**src/rtl/serial_subtractor_pkg.sv**
```systemverilog
// -----------------------------------------------------------------------------
// serial_subtractor_pkg
// Shared arithmetic definitions for the bit-serial subtractor. The default
// width matches the combinational ripple adder that sits beside it, so both
// units agree on operand size without extra plumbing.
//   - state_e        : FSM state encoding (IDLE / SHIFT / DONE)
//   - DEFAULT_WIDTH  : operand / result width
//   - DEFAULT_CNT_W  : bit-counter width, smallest value with 2^CNT_W > WIDTH
// -----------------------------------------------------------------------------
package serial_subtractor_pkg;

  typedef enum logic [1:0] {
    ST_IDLE  = 2'd0,
    ST_SHIFT = 2'd1,
    ST_DONE  = 2'd2
  } state_e;

  localparam int DEFAULT_WIDTH = 8;

  // A counter of this width can represent WIDTH, which keeps 2^CNT_W > WIDTH.
  localparam int DEFAULT_CNT_W = $clog2(DEFAULT_WIDTH + 1);

endpackage

```
**src/rtl/serial_subtractor_if.sv**
```systemverilog
// -----------------------------------------------------------------------------
// serial_subtractor_if
// Start/busy/done handshake plus operand and result buses for the serial
// subtractor.
//   start     : request, honoured only while busy is low
//   A, B      : minuend / subtrahend, captured on the accepted start edge
//   D         : registered difference A-B mod 2^WIDTH
//   Bout      : final borrow (A < B unsigned)
//   Ovf       : signed overflow
//   busy      : high while bits are being processed
//   done      : one-cycle pulse when D/Bout/Ovf are updated
// Modports: master drives requests, slave (the subtractor) answers.
// -----------------------------------------------------------------------------
interface serial_subtractor_if #(
  parameter int WIDTH = 8
);

  logic             start;
  logic [WIDTH-1:0] A;
  logic [WIDTH-1:0] B;
  logic [WIDTH-1:0] D;
  logic             Bout;
  logic             Ovf;
  logic             busy;
  logic             done;

  modport master (
    output start, A, B,
    input  D, Bout, Ovf, busy, done
  );

  modport slave (
    input  start, A, B,
    output D, Bout, Ovf, busy, done
  );

endinterface

```
**src/rtl/serial_subtractor_full_subtractor.sv**
```systemverilog
// -----------------------------------------------------------------------------
// full_subtractor
// One-bit full-subtractor cell, the counterpart of the ripple adder's
// full-adder cell. Purely combinational.
//   a, b  : minuend / subtrahend bits
//   bin   : borrow in
//   d     : difference bit
//   bout  : borrow out
// -----------------------------------------------------------------------------
module full_subtractor (
  input  logic a,
  input  logic b,
  input  logic bin,
  output logic d,
  output logic bout
);

  // A borrow leaves this bit when b exceeds a outright, or when the bits are
  // equal and a borrow is already coming in from below.
  assign d    = a ^ b ^ bin;
  assign bout = (~a & b) | (~(a ^ b) & bin);

endmodule

```
**src/rtl/serial_subtractor.sv**
```systemverilog
// -----------------------------------------------------------------------------
// serial_subtractor
// Bit-serial two's-complement subtractor, D = A - B, LSB first, one bit per
// clock through a single full-subtractor cell. Chosen where area matters more
// than latency: WIDTH clocks from accepted start to done.
//   clk    : rising-edge clock
//   rst_n  : synchronous active-low reset
//   bus    : slave side of serial_subtractor_if (start/A/B in,
//            D/Bout/Ovf/busy/done out)
// -----------------------------------------------------------------------------
module serial_subtractor
  import serial_subtractor_pkg::*;
#(
  parameter int WIDTH = DEFAULT_WIDTH,
  parameter int CNT_W = DEFAULT_CNT_W
) (
  input  logic               clk,
  input  logic               rst_n,
  serial_subtractor_if.slave bus
);

  localparam logic [1:0] IDLE  = ST_IDLE;
  localparam logic [1:0] SHIFT = ST_SHIFT;
  localparam logic [1:0] DONE  = ST_DONE;

  localparam logic [CNT_W-1:0] LAST_BIT = CNT_W'(WIDTH - 1);

  logic [1:0]       state_q, state_d;
  logic [WIDTH-1:0] aShift_q, aShift_d;
  logic [WIDTH-1:0] bShift_q, bShift_d;
  logic [WIDTH-2:0] res_q, res_d;
  logic             borrow_q, borrow_d;
  logic [CNT_W-1:0] cnt_q, cnt_d;
  logic             aMsb_q, aMsb_d;
  logic             bMsb_q, bMsb_d;
  logic [WIDTH-1:0] dOut_q, dOut_d;
  logic             bout_q, bout_d;
  logic             ovf_q, ovf_d;

  logic             cellD;
  logic             cellBout;
  logic [WIDTH-1:0] resFull;

  full_subtractor u_cell (
    .a    (aShift_q[0]),
    .b    (bShift_q[0]),
    .bin  (borrow_q),
    .d    (cellD),
    .bout (cellBout)
  );

  // The new difference bit enters at the top; after WIDTH shifts the
  // partial result plus the last bit form the complete difference.
  assign resFull = {cellD, res_q};

  // Next-state logic. Operand MSBs are saved at capture because the shift
  // registers have discarded them by the time overflow is evaluated. The
  // visible result registers only change on the final bit, so the previous
  // answer stays readable while the next one is being computed.
  always_comb begin
    state_d  = state_q;
    aShift_d = aShift_q;
    bShift_d = bShift_q;
    res_d    = res_q;
    borrow_d = borrow_q;
    cnt_d    = cnt_q;
    aMsb_d   = aMsb_q;
    bMsb_d   = bMsb_q;
    dOut_d   = dOut_q;
    bout_d   = bout_q;
    ovf_d    = ovf_q;

    case (state_q)
      IDLE, DONE: begin
        if (bus.start) begin
          aShift_d = bus.A;
          bShift_d = bus.B;
          aMsb_d   = bus.A[WIDTH-1];
          bMsb_d   = bus.B[WIDTH-1];
          res_d    = '0;
          borrow_d = 1'b0;
          cnt_d    = '0;
          state_d  = SHIFT;
        end else begin
          state_d  = IDLE;
        end
      end
      SHIFT: begin
        aShift_d = aShift_q >> 1;
        bShift_d = bShift_q >> 1;
        res_d    = resFull[WIDTH-1:1];
        borrow_d = cellBout;
        cnt_d    = cnt_q + CNT_W'(1);
        if (cnt_q == LAST_BIT) begin
          dOut_d  = resFull;
          bout_d  = cellBout;
          ovf_d   = (aMsb_q ^ bMsb_q) & (cellD ^ aMsb_q);
          state_d = DONE;
        end
      end
      default: begin
        state_d = IDLE;
      end
    endcase
  end

  // State and datapath registers; reset clears everything so an aborted
  // operation leaves no trace and produces no done pulse.
  always_ff @(posedge clk) begin
    if (!rst_n) begin
      state_q  <= IDLE;
      aShift_q <= '0;
      bShift_q <= '0;
      res_q    <= '0;
      borrow_q <= 1'b0;
      cnt_q    <= '0;
      aMsb_q   <= 1'b0;
      bMsb_q   <= 1'b0;
      dOut_q   <= '0;
      bout_q   <= 1'b0;
      ovf_q    <= 1'b0;
    end else begin
      state_q  <= state_d;
      aShift_q <= aShift_d;
      bShift_q <= bShift_d;
      res_q    <= res_d;
      borrow_q <= borrow_d;
      cnt_q    <= cnt_d;
      aMsb_q   <= aMsb_d;
      bMsb_q   <= bMsb_d;
      dOut_q   <= dOut_d;
      bout_q   <= bout_d;
      ovf_q    <= ovf_d;
    end
  end

  assign bus.D    = dOut_q;
  assign bus.Bout = bout_q;
  assign bus.Ovf  = ovf_q;
  assign bus.busy = (state_q == SHIFT);
  assign bus.done = (state_q == DONE);

endmodule

```
**src/flat_wrapper.sv**
```systemverilog
// flat-port wrapper written by rule: the top's interface ports become plain ports
module serial_subtractor_flat import serial_subtractor_pkg::*;
#(
  parameter int WIDTH = DEFAULT_WIDTH,
  parameter int CNT_W = DEFAULT_CNT_W
)
  (clk, rst_n, bus_start, bus_A, bus_B, bus_D, bus_Bout, bus_Ovf, bus_busy, bus_done);
  serial_subtractor_if #(.WIDTH(WIDTH)) bus_i ();
  input  logic clk;
  input  logic rst_n;
  input wire logic [$bits(bus_i.start)-1:0] bus_start;
  input wire logic [$bits(bus_i.A)-1:0] bus_A;
  input wire logic [$bits(bus_i.B)-1:0] bus_B;
  output wire logic [$bits(bus_i.D)-1:0] bus_D;
  output wire logic [$bits(bus_i.Bout)-1:0] bus_Bout;
  output wire logic [$bits(bus_i.Ovf)-1:0] bus_Ovf;
  output wire logic [$bits(bus_i.busy)-1:0] bus_busy;
  output wire logic [$bits(bus_i.done)-1:0] bus_done;
  assign bus_i.start = bus_start;
  assign bus_i.A = bus_A;
  assign bus_i.B = bus_B;
  assign bus_D = bus_i.D;
  assign bus_Bout = bus_i.Bout;
  assign bus_Ovf = bus_i.Ovf;
  assign bus_busy = bus_i.busy;
  assign bus_done = bus_i.done;
  serial_subtractor #(.WIDTH(WIDTH), .CNT_W(CNT_W)) u_core (.clk(clk), .rst_n(rst_n), .bus(bus_i));
endmodule
```
**config.mk**
```make
export PLATFORM = sky130hd
export DESIGN_NAME = serial_subtractor_flat
export DESIGN_NICKNAME = d
export VERILOG_FILES = /design/src/rtl/serial_subtractor_pkg.sv /design/src/rtl/serial_subtractor_if.sv /design/src/rtl/serial_subtractor_full_subtractor.sv /design/src/rtl/serial_subtractor.sv /design/src/flat_wrapper.sv
export SDC_FILE = /design/constraint.sdc
export NUM_CORES = 1
export LEC_CHECK = 0
export ABC_AREA = 1
export CAP_MARGIN = 20
export CORE_UTILIZATION = 57
export CTS_CLUSTER_SIZE = 25
export DETAILED_ROUTE_END_ITERATION = 10
export GPL_ROUTABILITY_DRIVEN = 0
export PLACE_DENSITY = 0.94
export SLEW_MARGIN = 25
export SYNTH_ARGS = -nofsm -noshare
export SYNTH_HDL_FRONTEND = slang
export SYNTH_SLANG_ARGS = --single-unit
```
**constraint.sdc**
```tcl
create_clock -name clk -period 3.07 [get_ports clk]
set_clock_uncertainty 0.1 [all_clocks]
set_input_delay 0.614 -clock clk [delete_from_list [all_inputs] [get_ports clk]]
set_output_delay 0.614 -clock clk [all_outputs]
set_load 0.01 [all_outputs]
```
* Word-level counts from Yosys, hierarchy flattened
Index checks and enable logic that the tools add are counted.
** Storage, ports and cells
- Output and inout bits :: 12
- Bits in registers :: 42
- Input bits :: 19
- Word-level logic and storage cells :: 46
** Operators by class
- Reduce and logical (&&, ||, !) cells :: 6
- Bitwise logic cells :: 10
- Add/sub/neg operators :: 1
- Equality and inequality tests :: 5
- Muxes and demuxes :: 13
** Operators with widths (number)
- case mux 8 bit (2 select lines) :: 2
- two-way mux 8 bit :: 2
- case mux 7 bit (2 select lines) :: 1
- case mux 4 bit (2 select lines) :: 1
- two-way mux 7 bit :: 1
- AND reduction 2 bit :: 3
- adder 4 x 1 -> 4 bit (second input constant) :: 1
- == test 4 x 3 -> 1 bit (second input constant) :: 1
- two-way mux 4 bit :: 1
- case mux 2 bit (2 select lines) :: 1
- XOR 1 bit :: 4
- AND 1 bit :: 3
- == test 2 x 1 -> 1 bit (second input constant) :: 1
- == test 2 bit (second input constant) :: 1
- logical NOT 2 bit :: 1
- two-way mux 1 bit :: 2
- two-way mux 2 bit :: 1
- inequality test 2 x 1 -> 1 bit (second input constant) :: 1
- inequality test 2 bit (second input constant) :: 1
- inverter 1 bit :: 2
- case mux 1 bit (2 select lines) :: 1
- nonzero test 2 bit :: 1
- OR reduction 2 bit :: 1
- bitwise OR 1 bit :: 1

* Depth between registers and ports, before layout
Gate-level depths: netlist (run 1).
- Word-level depth :: 5
- Mapped depth :: 8
- Gate-level depth less buffers :: 7

* By module
Synthesis (run 1) repeated with hierarchy kept, for this count alone.
** Unflattened totals
- Cells, all modules :: 249
- Area total of the unflattened synthesis :: 2004.4 sq um
** Modules (own cells, without submodules)
- serial_subtractor :: seq. area each 840.8 sq um, times used 1, cells each 245, area an instance 1973.1 sq um
- full_subtractor :: seq. area each 0.0 sq um, times used 1, cells each 4, area an instance 31.3 sq um

* Least setup slack after synthesis (run 1)
OpenSTA, ideal clock, no wires.
- Path kind :: register -> output
- Start point :: reg u_core.state_q[1]
- End point :: out bus_done
- Cell stages (with the launch flop) :: 4
- Path buffers :: 1
- Setup slack :: 1.475 ns
- Arrival :: 0.881 ns
- Data required time :: 2.356 ns
- Path through :: dfxtp_1 > inv_4 > buf_4 > nor2_1
** On the way
- Cells in the longest elaborated chain, start to end :: 1
** Ends and longest elaborated chain
- from (decl) :: RTL line serial_subtractor.sv:28 : logic [1:0] state_q, state_d;
- from (signal assigned) :: RTL line serial_subtractor.sv:123 : state_q <= state_d;
- == test 2 bit :: RTL line serial_subtractor.sv:141 : assign bus.done = (state_q == DONE);
- to (decl) :: RTL line flat_wrapper.sv:18 : output wire logic [$bits(bus_i.done)-1:0] bus_done;
Every way passes these cells.

* Worst setup path in the final report (run 1)
- Start point :: reg u_core.state_q[0]
- End point :: out bus_busy
** On the way
- Cells in the longest elaborated chain, start to end :: 1
** Ends and longest elaborated chain
- == test 2 x 1 -> 1 bit :: RTL line serial_subtractor.sv:140 : assign bus.busy = (state_q == SHIFT);
- to (decl) :: RTL line flat_wrapper.sv:17 : output wire logic [$bits(bus_i.busy)-1:0] bus_busy;
Every way passes these cells.

==> flow_summary_export.csv, run 1 <==
group,metric,value,unit
global_routing,antenna_found_initial,0,
cts,cts_htree_levels,2,
worst_hold_path,holdPathStages,2,
synthesis,synth.distinct_cells,26,
worst_setup_path,r2r_slack,1.42,ns
sta,finalHoldViolCount,0,
die,fp.dieW,61.2,um
synthesis,yosys-top-cells-area,"dfxtp_1 (42%), nand3_1 (14%), nand2_1 (10%)",
sta,timing.hold.ws,0.381,ns
worst_setup_path,crit_fanout,16,
sta,tns,0,ns
cts,holdBufCountCts,0,
worst_setup_path,timing.rr.start,"u_core.state_q[0]$_SDFFE_PN0P_",
pwr,leakagePower,0.908,nW
worst_setup_path,cp-end-kind,"output pin",
sta,max_slew.worst_pin.slew,0.674,ns
global_routing,grt_max_degree,32,
cts,clockRootBuffer,"clkbuf_4",
sta,max_slew_margin,0.549,
pwr,vdd_drop_max,0.000369,V
cts,clock_latency,0.34,ns
cts,numCtsBuffers,5,
detailed_routing,dr.pass1.iters,4,
sta,setup_viol,0,
synthesis,synth_cells,251,
worst_setup_path,crit_type,"flip-flop to output pin",
worst_setup_path,r2r_end,"u_core.bMsb_q$_SDFFE_PN0P_",
final_layout,multi_input_area,920,um2
synthesis,yosysWarnings,0,
global_routing,grt_pass1_wl,6.42,mm
worst_hold_path,hold_class,"flip-flop to flip-flop",
global_routing,grt_overflow,0,
cts,clkSlewWorstSetupHoldPaths,0.11,ns
run,drv_cap,0,
detailed_routing,avgViaCountPerCell,5.24,
detailed_routing,final_antenna_net_count,0,
detailed_routing,post_drt_wl_per_cell,11.7,um
sta,period_share,0.777,
global_routing,grt_pass1_vias,1521,
cts,clk_path_buf_depth,2,
die,pin_count,31,
synthesis,yosysTopAreaCell,"dfxtp_1",
worst_hold_path,min_from,"u_core.bus.D[5]$_SDFFE_PN0P_",
synthesis,avgSynthCellArea,7.97,um2
cts,cts_tree,"yes",
pwr,power_density,431,nW/um2
worst_setup_path,arrival,1.67,ns
worst_hold_path,whs_endpoint,"u_core.bus.D[5]$_SDFFE_PN0P_",
cts,cts_setup_buffers,0,
final_layout,nFillCells,267,
synthesis,syn_nets,272,
final_layout,drive_gt1_frac,0.137,
worst_setup_path,start_kind,"flip-flop",
worst_setup_path,worst_ep_required_time,2.36,ns
placement,dp_hpwl,2.51,mm
final_layout,area_delta_synth_final,15.1,%
die,initial_core_util,0.599,
placement,io_buffers,30,
final_layout,antenna_cells,0,
synthesis,yosysSeqAreaShare,0.421,
global_routing,grtUsageTotal,0.227,
die,coreArea,3340,um2
outcome,status,"completed",
synthesis,yosysTopAreaCellShare,0.421,
detailed_routing,routed_wl,3.79,mm
detailed_routing,drc,0,
sta,rsz0062_at_grt,"false",
die,dieArea,3750,um2
worst_setup_path,worstRegToRegCells,5,
cts,cts_resized,0,
detailed_routing,num_vias,1693,
synthesis,ys_ff_latch,42,
sta,slew_viol_final,0,
sta,fmax,0.419,GHz
cts,numClockSinks,42,
final_layout,final-seq-area,841,um2
synthesis,netlist_area,2000,um2
die,die_h,61.2,um
final_layout,final_nets,297,
sta,fin_crit,2.38,ns
detailed_routing,drtIter0Drc,130,
die,rows,21,
where the power goes:
| part | internal, mW | switching (mW) |
|---|---|---|
| logic | 0.0574 | 0.0842 |
| clock network | 0.111 | 0.161 |
| registers | 0.565 | 0.0136 |
cells in the mapped netlist, drive strengths merged:
cell type  count
fa             1
buf           14
inv           25
nand3         64
clkbuf         1
nand2         57
dfxtp         42
nand3b         1
o21ai          2
nor2          12
a21oi         31
ha             1
worst max-delay path, cell delays in order (launching register included):
cell and delay [ns]:
dfxtp_1 0.43, inv_6 0.10, nor2_8 0.22, clkdlybuf4s50_1 0.58
placed cells by master, fill, tap and decap left out, drive strengths merged:
cell | netlist | routed
o21ai | 2 | 2
nand2 | 57 | 57
ha | 1 | 1
clkdlybuf4s50 | 0 | 30
nand3 | 64 | 64
nand3b | 1 | 1
dfxtp | 42 | 42
clkinv | 0 | 1
buf | 14 | 3
fa | 1 | 1
nor2 | 12 | 12
clkbuf | 1 | 7
inv | 25 | 25
a21oi | 31 | 31
layout make-up:
type	count	share of cell area
Clock buffer	7	0.0239
Clock inverter	1	0.00217
Inverter	25	0.0440
Multi-Input combinational cell	169	0.399
Sequential cell	42	0.365
Tap cell	46	0.0250
Timing Repair Buffer	33	0.140
logic make-up (layout without fill, tap and decap cells):
family                     after synthesis  after routing  synth area share
and+or+nand+nor                        134            134             0.346
DFF                                     42             42             0.421
buffers and inverters                   40             66             0.120
AOI/OAI and AO/OA                       33             33            0.0976
adders and majority gates                2              2            0.0163
metal layers:
layer,up-vias,track usage,routed length (um)
met5,-,0,0
met4,0,0.0617,40
met1,785,0.306,1760
met3,5,0.0441,176
met2,34,0.374,1810
li1,869,-,-
stage by stage:
step / instance area [um2] / total power [mW] / std cells / setup WS, ns / utilization
3_5_place_dp: 2240 / 0.731 / 315 / 0.752 / 0.672
6_report: 2300 / 0.993 / 323 / 0.686 / 0.690
4_1_cts: 2300 / 0.998 / 323 / 0.663 / 0.690
5_1_grt: 2300 / 1.04 / 323 / 0.587 / 0.690
3_3_place_gp: 2240 / 0.727 / 315 / 0.779 / 0.672
2_1_floorplan: 2000 / 0.701 / 251 / 1.47 / -
worst max-delay path by stage:
| stage | start | endpoint | slack [ns] | cells past startpoint |
|---|---|---|---|---|
| finish | u_core.state_q[0]$_SDFFE_PN0P_ | bus_busy | 0.69 | 3 |
| detailed placement | bus_start | u_core.aShift_q[7]$_SDFFE_PN0P_ | 0.75 | 6 |
| floorplan | u_core.state_q[1]$_SDFFE_PN0P_ | bus_done | 1.47 | 3 |
| CTS | u_core.state_q[0]$_SDFFE_PN0P_ | bus_busy | 0.66 | 3 |
| global placement | bus_start | u_core.aMsb_q$_SDFFE_PN0P_ | 0.78 | 6 |
| global route | u_core.state_q[0]$_SDFFE_PN0P_ | bus_busy | 0.59 | 3 |
sequential cells by signal, summed over array words and instances (netlist names):
signal           flops
u_core.aShift_q      8
u_core.bShift_q      8
u_core.bus.D         8
u_core.res_q         7
u_core.cnt_q         4
u_core.state_q       2
u_core.aMsb_q        1
u_core.bMsb_q        1
u_core.borrow_q      1
u_core.bus.Bout      1
u_core.bus.Ovf       1
(Power assumes the default switching activity.)
==> inputs of run 2 (changes only) <==
Settings changed: CORE_UTILIZATION 57 to 53, PLACE_DENSITY 0.94 to 0.89.
Clock period 3.07 ns to 2.4 ns, I/O delays scaled along.
==> run 2 against run 1 <==
Critical path depth unchanged. Die area increased by 7.3%. Clock power increased to 2.6 times the previous value. Combinational power increased by 35%. Routed wire length increased by 16%. Utilization increased by 0.78 points. Non-clock buffer count increased by 3. Clock-buffer cell count decreased by 1. Largest cell class unchanged.
==> flow_summary_export.csv, run 2 (synthesized netlist as in run 1, its figures left out) <==
group,metric,value,unit
outcome,status,"completed",
sta,finalHoldViolCount,0,
die,dieArea,4020,um2
detailed_routing,drc,0,
worst_setup_path,worstRegToRegCells,7,
die,die_h,63.4,um
worst_setup_path,r2r_end,"u_core.bus.D[4]$_SDFFE_PN0P_",
detailed_routing,final_antenna_net_count,0,
global_routing,grt_max_degree,29,
cts,clk_path_buf_depth,2,
global_routing,grt_pass1_wl,7.62,mm
detailed_routing,drtIter0Drc,138,
worst_setup_path,crit_type,"flip-flop to output pin",
worst_setup_path,crit_path_end,"bus_busy",
die,rows,21,
final_layout,drive_gt1_frac,0.150,
detailed_routing,avgViaCountPerCell,5.44,
cts,cts_resized,0,
final_layout,final_cell_mix,"nand2_1 (54), nand3_1 (54), dfxtp_1 (42), clkdlybuf4s50_1 (30), a21oi_1 (23)",
final_layout,final_nets,300,
worst_setup_path,timing.rr.start,"u_core.state_q[0]$_SDFFE_PN0P_",
global_routing,grt_pass1_vias,1712,
detailed_routing,num_vias,1772,
worst_setup_path,worst_ep_required_time,1.82,ns
detailed_routing,post_drt_wl_per_cell,13.5,um
die,coreArea,3470,um2
global_routing,antenna_found_initial,0,
cts,numCtsBuffers,5,
sta,tns,0,ns
pwr,power_density,673,nW/um2
placement,dp_hpwl,2.89,mm
sta,fmax,0.454,GHz
placement,io_buffers,30,
sta,rsz0062_at_grt,"false",
global_routing,grt_overflow,0,
detailed_routing,dr.pass1.iters,4,
worst_setup_path,r2r_slack,0.67,ns
worst_hold_path,hold_class,"flip-flop to flip-flop",
worst_setup_path,start_kind,"flip-flop",
worst_setup_path,cp-end-kind,"output pin",
final_layout,finish.instance_area,2420,um2
final_layout,area_delta_synth_final,21.0,%
cts,cts_htree_levels,2,
sta,slew_viol_final,0,
global_routing,grtUsageTotal,0.246,
final_layout,antenna_cells,0,
cts,clkSlewWorstSetupHoldPaths,0.08,ns
sta,max_slew.worst_pin.slew,0.350,ns
worst_setup_path,crit_fanout,16,
cts,cts_setup_buffers,0,
sta,period_share,0.917,
die,pin_count,31,
placement,post_dp_cell_area,2280,um2
final_layout,nFillCells,281,
worst_hold_path,holdPathStages,2,
detailed_routing,routed_wl,4.40,mm
die,initial_core_util,0.576,
die,fp.dieW,63.4,um
cts,holdBufCountCts,0,
sta,setup_viol,0,
worst_setup_path,arrival,1.62,ns
run,drv_cap,0,
worst_setup_path,crit_start,"u_core.state_q[0]$_SDFFE_PN0P_",
cts,cts_tree,"yes",
cts,numClockSinks,42,
sta,fin_crit,2.20,ns
pwr,leakagePower,0.964,nW
sta,max_slew_margin,0.766,
cts,clockRootBuffer,"clkbuf_8",
cts,clock_latency,0.31,ns
pwr,vdd_drop_max,0.000519,V
==> run 2: cell count changes in the layout (fill, tap and decap cells not counted) <==
cell       delta
clkbuf_4      -5
clkbuf_8      +5
buf_4         +2
bufinv_16     +2
buf_12        +1
clkbuf_1      -1
clkinv_2      -1
==> run 2: cell type report <==
| class | instances | area [um2] | area share |
|---|---|---|---|
| clock inverter | 2 | 60.1 | 0.0248 |
| clock buffer | 6 | 82.6 | 0.0341 |
| timing repair buffer | 36 | 358 | 0.148 |
| multi-input combinational | 169 | 920 | 0.380 |
| tap | 46 | 57.6 | 0.0238 |
| sequential | 42 | 841 | 0.347 |
| inverter | 25 | 101 | 0.0419 |
==> run 2: stage by stage <==
stage | utilization | cells | hold WS (ns) | setup WS, ns | total power, mW
3_3_place_gp | 0.657 | 318 | 0.358 | 0.554 | 0.942
4_1_cts | 0.698 | 326 | 0.382 | 0.197 | 1.64
5_1_grt | 0.698 | 326 | 0.394 | 0.148 | 1.69
2_1_floorplan | - | 251 | 0.338 | 0.939 | 0.897
6_report | 0.698 | 326 | 0.376 | 0.200 | 1.63
3_5_place_dp | 0.657 | 318 | 0.368 | 0.551 | 0.946
==> run 2: critical path, stage by stage (launching register included) <==
cell	delay (ns)
dfxtp_1	0.53
inv_6	0.14
nor2_8	0.11
clkdlybuf4s50_1	0.54
==> run 2: worst min-delay path by stage <==
stage / slack (ns) / end / start
global route: 0.39 / u_core.bShift_q[7]$_SDFFE_PN0P_ / u_core.bShift_q[7]$_SDFFE_PN0P_
detailed placement: 0.37 / u_core.bus.D[4]$_SDFFE_PN0P_ / u_core.res_q[4]$_SDFFE_PN0P_
floorplan: 0.34 / u_core.bus.D[5]$_SDFFE_PN0P_ / u_core.res_q[5]$_SDFFE_PN0P_
finish: 0.38 / u_core.bus.D[6]$_SDFFE_PN0P_ / u_core.bus.D[6]$_SDFFE_PN0P_
CTS: 0.38 / u_core.bShift_q[7]$_SDFFE_PN0P_ / u_core.bShift_q[7]$_SDFFE_PN0P_
global placement: 0.36 / u_core.aMsb_q$_SDFFE_PN0P_ / u_core.aMsb_q$_SDFFE_PN0P_
==> run 2: metal layers <==
layer	vias up	global-route usage	share of wire	routed length, um
met2	60	0.395	0.50	2200
met4	0	0.168	0.039	172
li1	876	-	-	-
met5	-	0	0	0
met3	16	0.0453	0.055	241
met1	820	0.297	0.40	1780
==> run 2: power by group <==
group	internal (mW)	total (mW)	switching (mW)	leakage [nW]
clock	0.444	0.694	0.251	0.0714
combinational	0.0809	0.192	0.111	0.550
sequential	0.723	0.743	0.0203	0.342
total	1.25	1.63	0.382	0.964
==> variant 1 (settings of run 1) <==
Make the reset (`rst_n`) asynchronous in one clocked block. Comments in the files are not updated.
--- a/src/rtl/serial_subtractor.sv
+++ b/src/rtl/serial_subtractor.sv
@@ -108,3 +108,3 @@
   // operation leaves no trace and produces no done pulse.
-  always_ff @(posedge clk) begin
+  always_ff @(posedge clk or negedge rst_n) begin
     if (!rst_n) begin
Check against the original RTL: differs if rst_n is asserted again (counterexample within 4 cycles, from zero or initial values and one cycle with rst_n low); with rst_n held inactive, the same outputs for 10 cycles.
==> variant 1 against run 1 <==
Utilization increased by 5.4 points; routed wire length is 9.0% lower; register-to-register slack improved by 0.15 ns; maximum frequency is 0.89% higher; setup slack gained 0.021 ns; global-route usage rose by 1.6 points; final area fell by 0.49%; sequential cell count did not move; cell count is 5.6% lower; area after synthesis is 6.2% lower; count of clock-buffer cells in the layout down 1.
Power is not compared: it rests on default switching activity, and its combinational part moved more than twofold at a synthesized area within 25%.
==> variant 1: results (changes against run 1) <==
Outcome
  • Outcome: completed (unchanged)

Logic synthesis
  • Syn Nets: 249 (was 272)
  • Asr flop ratio synth: 100% (was 0%)
  • Synth Area in Compound Gates: 3.74% (was 9.76%)
  • Register area share after synthesis: 56.0% (was 42.1%)
  • Top cells by area, synth: dfrtp_1 56%, nand2_1 23%, inv_1 6.0%, o22ai_1 2.7%, buf_6 1.8% (was dfxtp_1 42%, nand3_1 14%, nand2_1 10%, a21oi_1 5.8%, nand3_2 5.0%)
  • Post-synth cell types: 21 (was 26)
  • Post-Synth Adder-Cell Area: 1.73% (was 1.63%)
  • Mux contribution to synthesized area: 0% (unchanged)
  • Yosys Warn Count: 0 (unchanged)
  • Main synth FF type: dfrtp_1 (was dfxtp_1)
  • Synth top cells by count: 116 x nand2_1, 42 x dfrtp_1, 30 x inv_1 (was 54 x nand2_1, 54 x nand3_1, 42 x dfxtp_1)
  • Syn Area/Cell: 8.23 um2 (was 7.97 um2)

Global route
  • Largest net degree at the start of global routing: 43 (was 32)
  • Vias in the first global route: 1483 (was 1521)
  • Overall Global Routing Usage: 24.3% (was 22.7%)
  • First-pass GRT wire length: 6190 um (was 6420 um)

Routing
  • Avg Vias per Cell: 4.84 (was 5.24)
  • DR pass1 iterations: 5 (was 4)
  • DR WL/cell: 11.3 um (was 11.7 um)
  • 1st-iter DRT viols: 62 (was 130)

Critical path
  • Setup crit start: u_core.state_q[0] (unchanged)
  • RR Endpoint: u_core.bus.Ovf (was u_core.bMsb_q)
  • Worst r2r path cells: 6 (was 5)
  • RR Startpoint: u_core.aShift_q[0] (was u_core.state_q[0])
  • Reg-to-reg slack, setup: 1.57 ns (was 1.42 ns)
  • Data arrival time of the worst path: 1.65 ns (was 1.67 ns)
  • CP endpoint: bus_busy (unchanged)
  • Worst Path Max Fanout: 4 (was 16)

STA
  • Slew margin rel.: 41.2% (was 54.9%)
  • WHS: 0.253 ns (was 0.381 ns)
  • Tmin final: 2.36 ns (was 2.38 ns)

Clock network
  • Worst skew pair latency: 0.36 ns (was 0.34 ns)
  • Clock slew at reported path FFs: roughly 0.12 ns

Placed design
  • DP Area: 2180 um2 (was 2240 um2)
  • Hpwl dp: 2440 um (was 2510 um)
  • Post-Place Setup Slack: 0.969 ns (was 0.752 ns)
  • DP Cell Count: 297 (was 315)

Power
  • Leak: about 1.2 nW

Finish
  • Final cell count without fillers: 305 (was 323)
  • Ratio of cells with drive above 1 in the final layout: 7.28% (was 13.7%)
  • # nets final: 281 (was 297)
  • Fill count: 223 (was 267)

Worst hold path
  • HP Class: in2async (was reg2reg)
## variant 1: metal layers
| metal | GRT usage (%) | up-vias | share of wire (%) |
|---|---|---|---|
| met5 | 0 | - | 0 |
| met4 | 13.3 | 0 | 1.1 |
| met3 | 4.59 | 3 | 5.6 |
| met2 | 40.1 | 40 | 48 |
| met1 | 30.2 | 690 | 45 |
| li1 | - | 744 | - |
## variant 1: power breakdown
part	leakage [nW]	switching, W	internal (W)	total [W]
Combinational	0.640	0.000547	0.000401	0.000948
Sequential	0.528	0.000156	0.000802	0.000958
Clock	0.0585	0.000186	0.000276	0.000462
Total	1.23	0.000889	0.00148	0.00237
## variant 1: area by class of cell
cell class	instances	area (um2)	area share (%)
timing repair buffer	31	303	13.2
sequential	42	1050	45.9
multi-input combinational	148	648	28.3
clock inverter	2	60.1	2.62
tap	44	55.1	2.40
clock buffer	6	51.3	2.24
inverter	32	123	5.35
==> variant 2 (settings of run 1) <==
Without the edit above. Change the package constant `DEFAULT_WIDTH` from 8 to 16.
--- a/src/rtl/serial_subtractor_pkg.sv
+++ b/src/rtl/serial_subtractor_pkg.sv
@@ -17,3 +17,3 @@
 
-  localparam int DEFAULT_WIDTH = 8;
+  localparam int DEFAULT_WIDTH = 16;
 
Ports: changed (resized bus_A, bus_B and bus_D); port bits go from 31 to 55. No check against the original RTL was run, so the function may have changed too.
==> variant 2 against run 1 <==
Area after synthesis rose by 70%; final area rose by 78%; total power rose by 120%; sequential cell count rose by 33; setup slack got worse by 0.019 ns; maximum frequency fell by 0.80%; routed wire length rose by 120%; hold slack got worse by 0.020 ns; die area rose by 68%; combinational power rose by 73%; highest routed layer unchanged.
==> variant 2: results (changes against run 1) <==
Power
  • Clock power share: 41.8% (was 27.4%)
  • Leak: 1.55 nW (was 0.908 nW)
  • Power Sequential: 0.00103 W (was 0.000579 W)
  • Total Power Consumption: 0.00219 W (was 0.000993 W)

Clock network
  • H-tree levels: 3 (was 2)
  • TritonCTS buffer count: 9 (was 5)
  • CTS Root Cell: clkbuf_8 (was clkbuf_4)

Critical path
  • Data arrival time of the worst path: 1.69 ns (was 1.67 ns)
  • Worst Path Max Fanout: 33 (was 16)
  • CP max stage delay: 0.54 ns (was 0.58 ns)
  • Reg-to-reg slack, setup: 1.07 ns (was 1.42 ns)

Global route
  • First-pass GRT wire length: 13400 um (was 6420 um)

Routing
  • DR pass1 iterations: 5 (was 4)
  • Avg Vias per Cell: 5.75 (was 5.24)
  • DR WL/cell: 14.5 um (was 11.7 um)

Outcome
  • Outcome: completed (unchanged)

Finish
  • # nets final: 528 (was 297)

STA
  • Slew margin rel.: 62.7% (was 54.9%)
  • Final period utilization: 78.3% (was 77.7%)

Logic synthesis
  • Syn Nets: 493 (was 272)
  • Post-synth cell types: 22 (was 26)
  • Synth top cells by count: 116 x nand3_1, 88 x nand2_1, 75 x dfxtp_1 (was 54 x nand2_1, 54 x nand3_1, 42 x dfxtp_1)
  • Register area share after synthesis: 44.1% (was 42.1%)
  • Post-Synth Adder-Cell Area: 1.32% (was 1.63%)
  • Syn Area/Cell: 7.49 um2 (was 7.97 um2)
  • Post-synth top area share: 44.1% (was 42.1%)

Placed design
  • Buffers on Ports: 54 (was 30)
  • Post-Place Setup Slack: 0.870 ns (was 0.752 ns)
variant 2: tightest hold or removal path, delay by kind of cell, from the launching register on:
| family | cells | cell delay, ns |
|---|---|---|
| simple gates | 1 | 0.06 |
| compound gates | 1 | 0.05 |
| flops | 1 | 0.31 |
variant 2: final cells by class:
type                    count  area, um2
clock buffers              10        128
clock inverters             6        111
fillers                   388       1550
inverters                  48        188
multi-input cells         297       1480
flip-flops and latches     75       1500
well taps                  72       90.1
repair buffers             59        591
variant 2: worst paths after layout:
kind              depth (start not counted)                to              start
hold / removal                            2   u_core.bus.D[0]    u_core.res_q[0]
hold reg to reg                           2   u_core.bus.D[0]    u_core.res_q[0]
setup / recovery                          3          bus_done  u_core.state_q[1]
setup reg to reg                          8  u_core.bus.D[15]    u_core.cnt_q[0]
variant 2: per-layer routing:
metal	routed length, um	vias to the layer above	track usage, %
met5	0	-	0
met3	469	24	4.14
li1	-	1564	-
met2	4160	160	46.4
met4	205	0	15.8
met1	3360	1510	33.3
